===== src/rtl/mips_issue_ctrl.sv =====
// mips_issue_ctrl: issue/hazard controller between the IF/ID latch and ID/EX issue.
// Tracks destination registers in flight in EX, MEM and WB. It stalls on a
// read-after-write hazard and kills the ID instruction on a taken branch.
// After HLT issues it drains the pipe and then asserts a sticky `halted`.
// Optional feature macro: MIPS32_FWD_EN. When it is defined, the block selects
// forwarding paths and only a load-use case stalls. When it is undefined, the
// block uses a full scoreboard interlock and ties fwd_a/fwd_b to 00.
module mips_issue_ctrl #(
    parameter int NSLOT = 3,
    parameter int CNT_W = 16
) (
    input  logic             clk1,
    input  logic             rst,
    input  logic             id_valid,
    input  logic [4:0]       id_rs,
    input  logic [4:0]       id_rt,
    input  logic             id_uses_rs,
    input  logic             id_uses_rt,
    input  logic             id_wr_en,
    input  logic [4:0]       id_rd,
    input  logic             id_is_load,
    input  logic             id_halt,
    input  logic             branch_taken,
    output logic             stall,
    output logic             issue,
    output logic             fetch_en,
    output logic             halted,
    output logic [1:0]       fwd_a,
    output logic [1:0]       fwd_b,
    output logic [CNT_W-1:0] stall_cnt,
    output logic [CNT_W-1:0] issue_cnt
);

    // Slot 0 = EX, slot 1 = MEM, slot 2 = WB
    logic [NSLOT-1:0] v_reg;
    logic [NSLOT-1:0] v_next;
    logic [4:0]       rd_reg  [NSLOT];
    logic [4:0]       rd_next [NSLOT];
    // The load flag is only consulted while the producer sits in EX.
    logic             ld0_reg;

    logic [NSLOT-1:0] match_rs;
    logic [NSLOT-1:0] match_rt;
    logic             hazard;
    logic             flush;

    logic             halt_pend_reg;
    logic             fetch_en_reg;
    logic             halted_reg;
    logic [CNT_W-1:0] stall_cnt_reg;
    logic [CNT_W-1:0] issue_cnt_reg;

    // Per-slot source matches; R0 never matches
    generate
        for (genvar gi = 0; gi < NSLOT; gi++) begin : g_match
            assign match_rs[gi] = v_reg[gi] && (rd_reg[gi] == id_rs) && (id_rs != 5'd0);
            assign match_rt[gi] = v_reg[gi] && (rd_reg[gi] == id_rt) && (id_rt != 5'd0);
        end
    endgenerate

    // Hazard detection and forward selection
    always_comb begin
        hazard = 1'b0;
        fwd_a  = 2'b00;
        fwd_b  = 2'b00;
`ifdef MIPS32_FWD_EN
        hazard = id_valid & ld0_reg &
                 ((id_uses_rs & match_rs[0]) | (id_uses_rt & match_rt[0]));
        if (match_rs[0] && !ld0_reg)
            fwd_a = 2'b01;
        else if (match_rs[1])
            fwd_a = 2'b10;
        if (match_rt[0] && !ld0_reg)
            fwd_b = 2'b01;
        else if (match_rt[1])
            fwd_b = 2'b10;
`else
        hazard = id_valid & ((id_uses_rs & (|match_rs)) | (id_uses_rt & (|match_rt)));
`endif
    end

`ifdef MIPS32_FWD_EN
    // The WB slot never hazards when forwarding is enabled
    logic unused_wb_match;
    assign unused_wb_match = ^{match_rs[NSLOT-1:2], match_rt[NSLOT-1:2]};
`else
    logic unused_ld;
    assign unused_ld = ld0_reg;
`endif

    // A taken branch has priority over the stall, and a pending halt blocks everything
    assign flush = branch_taken;
    assign stall = hazard & ~flush & ~halt_pend_reg;
    assign issue = id_valid & ~stall & ~flush & ~halt_pend_reg;

    // Next slot contents: a new entry enters EX and older entries move down one stage
    assign v_next[0]  = issue & id_wr_en & (id_rd != 5'd0);
    assign rd_next[0] = id_rd;
    generate
        for (genvar gi = 1; gi < NSLOT; gi++) begin : g_shift
            assign v_next[gi]  = v_reg[gi-1];
            assign rd_next[gi] = rd_reg[gi-1];
        end
    endgenerate

    // Scoreboard register; the slots advance on every edge
    always_ff @(posedge clk1) begin
        if (rst) begin
            v_reg   <= '0;
            ld0_reg <= 1'b0;
            for (int i = 0; i < NSLOT; i++)
                rd_reg[i] <= 5'd0;
        end else begin
            v_reg   <= v_next;
            rd_reg  <= rd_next;
            ld0_reg <= id_is_load;
        end
    end

    // Halt sequencing: the pending-halt state, the fetch enable, and a sticky halted once drained
    always_ff @(posedge clk1) begin
        if (rst) begin
            halt_pend_reg <= 1'b0;
            fetch_en_reg  <= 1'b1;
            halted_reg    <= 1'b0;
        end else begin
            if (issue && id_halt)
                halt_pend_reg <= 1'b1;
            fetch_en_reg <= ~(halt_pend_reg | (issue & id_halt));
            if (halt_pend_reg && (v_reg == '0))
                halted_reg <= 1'b1;
        end
    end

    // Performance counters: the stall count saturates and the issue count wraps
    always_ff @(posedge clk1) begin
        if (rst) begin
            stall_cnt_reg <= '0;
            issue_cnt_reg <= '0;
        end else begin
            if (stall && (stall_cnt_reg != {CNT_W{1'b1}}))
                stall_cnt_reg <= stall_cnt_reg + CNT_W'(1);
            if (issue)
                issue_cnt_reg <= issue_cnt_reg + CNT_W'(1);
        end
    end

    assign fetch_en  = fetch_en_reg;
    assign halted    = halted_reg;
    assign stall_cnt = stall_cnt_reg;
    assign issue_cnt = issue_cnt_reg;

endmodule


===== config.mk =====
export PLATFORM = sky130hd
export DESIGN_NAME = mips_issue_ctrl
export DESIGN_NICKNAME = d
export VERILOG_FILES = /design/src/rtl/mips_issue_ctrl.sv
export SDC_FILE = /design/constraint.sdc
export NUM_CORES = 1
export LEC_CHECK = 0
export CAP_MARGIN = 20
export CELL_PAD_IN_SITES_DETAIL_PLACEMENT = 0
export CELL_PAD_IN_SITES_GLOBAL_PLACEMENT = 1
export CORE_MARGIN = 2
export CORE_UTILIZATION = 30
export CTS_BUF_LIST = sky130_fd_sc_hd__clkbuf_4
export CTS_CLUSTER_DIAMETER = 150
export DETAILED_ROUTE_END_ITERATION = 8
export HOLD_SLACK_MARGIN = 0.08
export PLACE_DENSITY_LB_ADDON = 0.1
export SLEW_MARGIN = 25
export SYNTH_ARGS = -nofsm -noshare
export SYNTH_HDL_FRONTEND = slang
export SYNTH_SLANG_ARGS = --single-unit

===== constraint.sdc =====
create_clock -name clk1 -period 7.9 [get_ports clk1]
set_clock_uncertainty 0.15 [all_clocks]
set_input_delay 2.37 -clock clk1 [delete_from_list [all_inputs] [get_ports clk1]]
set_output_delay 2.37 -clock clk1 [all_outputs]
set_load 0.01 [all_outputs]

==> flow_summary.toml <==
[timing]
max_freq_ghz = 0.135
layout_setup_ws_ps = 493
hold_violations = 0
finalSetupViolations = 0
drv_slew = 0
worst_pin_slew_ps = 628
post-route-min-period_ps = 7410
finalCritPeriodShare_pct = 93.8
grt_setup_unrepaired = "false"
max_slew_margin_pct = 58.2
fin_tns_setup_ps = 0

[logic_synthesis]
syn_area_per_cell_um2 = 8.98
ys_types = 48
yosysWarnings = 0
syn_area_um2 = 2730
yosysSeqAreaShare_pct = 38.9
async_reset_ff_share_pct = 0
ys_ff_latch = 53
synth_edf_count = 0
syn_inst = 304
ys.flop_type = "dfxtp_1"

[drt]
postRouteAntennaNets = 0
dr.first_iter.drc_count = 60
route.detailed.drc = 0
drt-pass1-iter-count = 4
wirelength_mm = 6.61
via_per_inst = 4.89
avgRoutedWirePerCell_um = 14.1
vias = 2287

[cells_and_area]
layout_common_cells = "clkdlybuf4s50_1 (57), dfxtp_1 (53), nor2_1 (33)"
fillers = 910
final_util_pct = 39.4
final_common_cell = "clkdlybuf4s50_1"
area_delta_synth_final_pct = 26.5
drive_above_1_share_pct = 9.44
final_nets = 386
diodes = 0

[placed_design]
place_congestion = 0.771
port-buffer-count = 58
pre_cts_ws_ps = 458
hpwl_mm = 4.72

[cts]
cts_buffers = 5
cts_tree = "done"
clockRootBuffer = "clkbuf_4"
clk_latency_ps = 380
cts-htree-levels = 2
clockBufferDepth = 2
cts_setup_buffers = 0
cts_resized = 0
clk_pin_slew_worst_paths_ps = 150
holdBufCountCts = 0
clock-sinks = 53

[die]
rows = 34
core_area_um2 = 8760
die_w_um = 99.4
die-area_um2 = 9880
fp.dieH_um = 99.4
start_util_pct = 31.2
ios = 64

[worst_setup_path]
critPathSlowestCell = "or4_1"
cp.arrival_ps = 4890
crit_required_ps = 5380
worstSetupPathType = "primary input to output pin"
crit_chain = "clkdlybuf4s50_1, or4_1, o21ai_1, a31o_1, and2_4, nor2_1, clkdlybuf4s50_1"
crit_top_cell = "clkdlybuf4s50_1"
start_kind = "primary input"
endpoint_kind = "output pin"
reg2reg_depth = 8
critPathMaxFanout = 12
critPathMaxStageDelay_ps = 560

[global_routing]
track_usage_pct = 14.2
busiest_layer = "met2"
met2_usage_pct = 22.5
antenna_found_initial = 0
grt_pass1_wl_mm = 11.4
grt_overflow = 0
grt_pass1_vias = 2290
met1_usage_pct = 19.6
met3_usage_pct = 2.74
grt_max_degree = 64

[power_and_ir_drop]
vdd_ir_drop_max_v = 0.0000586
leakagePower_nw = 1.21
power.density_nw_per_um2 = 138

[job]
drv_cap = 0

[worst_hold_path]
hold_class = "register to register"
min_delay_path_depth = 2

[status]
status = "finished, final reports clean"
worst max-delay path: cells and delay by family:
family / cells / cell delay, ps
simple gates: 3 / 980
buf+inv: 2 / 980
compound gates: 2 / 560
report_power, final:
part | leakage, nW | internal (mW) | switching, mW
Combinational | 0.738 | 0.0247 | 0.0233
Sequential | 0.430 | 0.272 | 0.00579
Clock | 0.0410 | 0.0647 | 0.0863
kinds of logic (layout without fill, tap and decap cells):
kind of cell	count (synthesis)	after routing	share of synthesized area [%]
AO/OA/AOI/OAI	41	41	10.5
XOR/XNOR	39	39	12.5
adder cells (fa/ha/maj)	2	2	0.916
buffers and inverters	20	73	4.26
flip-flops	53	53	38.9
multiplexers	7	7	2.98
other	1	4	0.137
AND/OR/NAND/NOR	141	141	29.8
final cells by class:
cell class                 instances  area [um^2]  area share, %
tap                              108          135           3.91
clock inverter                     2         35.0           1.01
multi-input combinational        234         1560           45.3
timing repair buffer              62          606           17.5
clock buffer                       5         37.5           1.09
inverter                           4         15.0          0.435
sequential                        53         1060           30.7
metal layers:
| layer | vias to the layer above | share of wire, % |
|---|---|---|
| li1 | 1169 | - |
| met4 | 0 | 1.7 |
| met5 | - | 0 |
| met3 | 9 | 3.4 |
| met2 | 43 | 45 |
| met1 | 1066 | 50 |
worst paths after layout:
kind                  endpoint  slack [ps]      start
setup / recovery         stall         490   id_rs[1]
setup reg to reg  stall_cnt[8]        5270  rd_reg[4]
hold reg to reg         halted         340     halted
hold / removal          halted         340     halted
cell usage after synthesis (2+ instances only):
master	instances	area [um^2]
nand3b_1	3	22.5
nor2_1	33	124
or4_1	3	22.5
xnor2_1	10	87.6
ha_1	2	25.0
a31o_1	3	26.3
o21ai_1	2	10.0
nor4_2	3	37.5
nor4b_1	2	17.5
a31o_2	4	35.0
o21ai_0	7	35.0
nor4_1	4	25.0
or3_1	7	43.8
mux2_2	4	45.0
nand2_1	9	33.8
nand2b_1	3	18.8
nand3_1	21	105
nand4_1	10	62.6
dfxtp_1	53	1060
clkbuf_1	7	26.3
buf_6	3	33.8
a211oi_1	3	22.5
inv_1	4	15.0
nor3_1	4	20.0
xor2_1	29	254
buf_4	5	37.5
o41ai_2	2	32.5
and3_1	8	50.1
nor2b_1	23	144
a21oi_1	15	75.1
metrics by stage:
step | cells | total power [mW] | cell area (um^2) | hold WS, ps
2_1_floorplan | 307 | 0.310 | 2740 | 324
3_3_place_gp | 461 | 0.333 | 3380 | 301
3_5_place_dp | 461 | 0.333 | 3380 | 314
4_1_cts | 468 | 0.485 | 3450 | 347
5_1_grt | 468 | 0.502 | 3450 | 367
6_report | 468 | 0.477 | 3450 | 338
No activity file was read; power rests on OpenSTA's default activity.
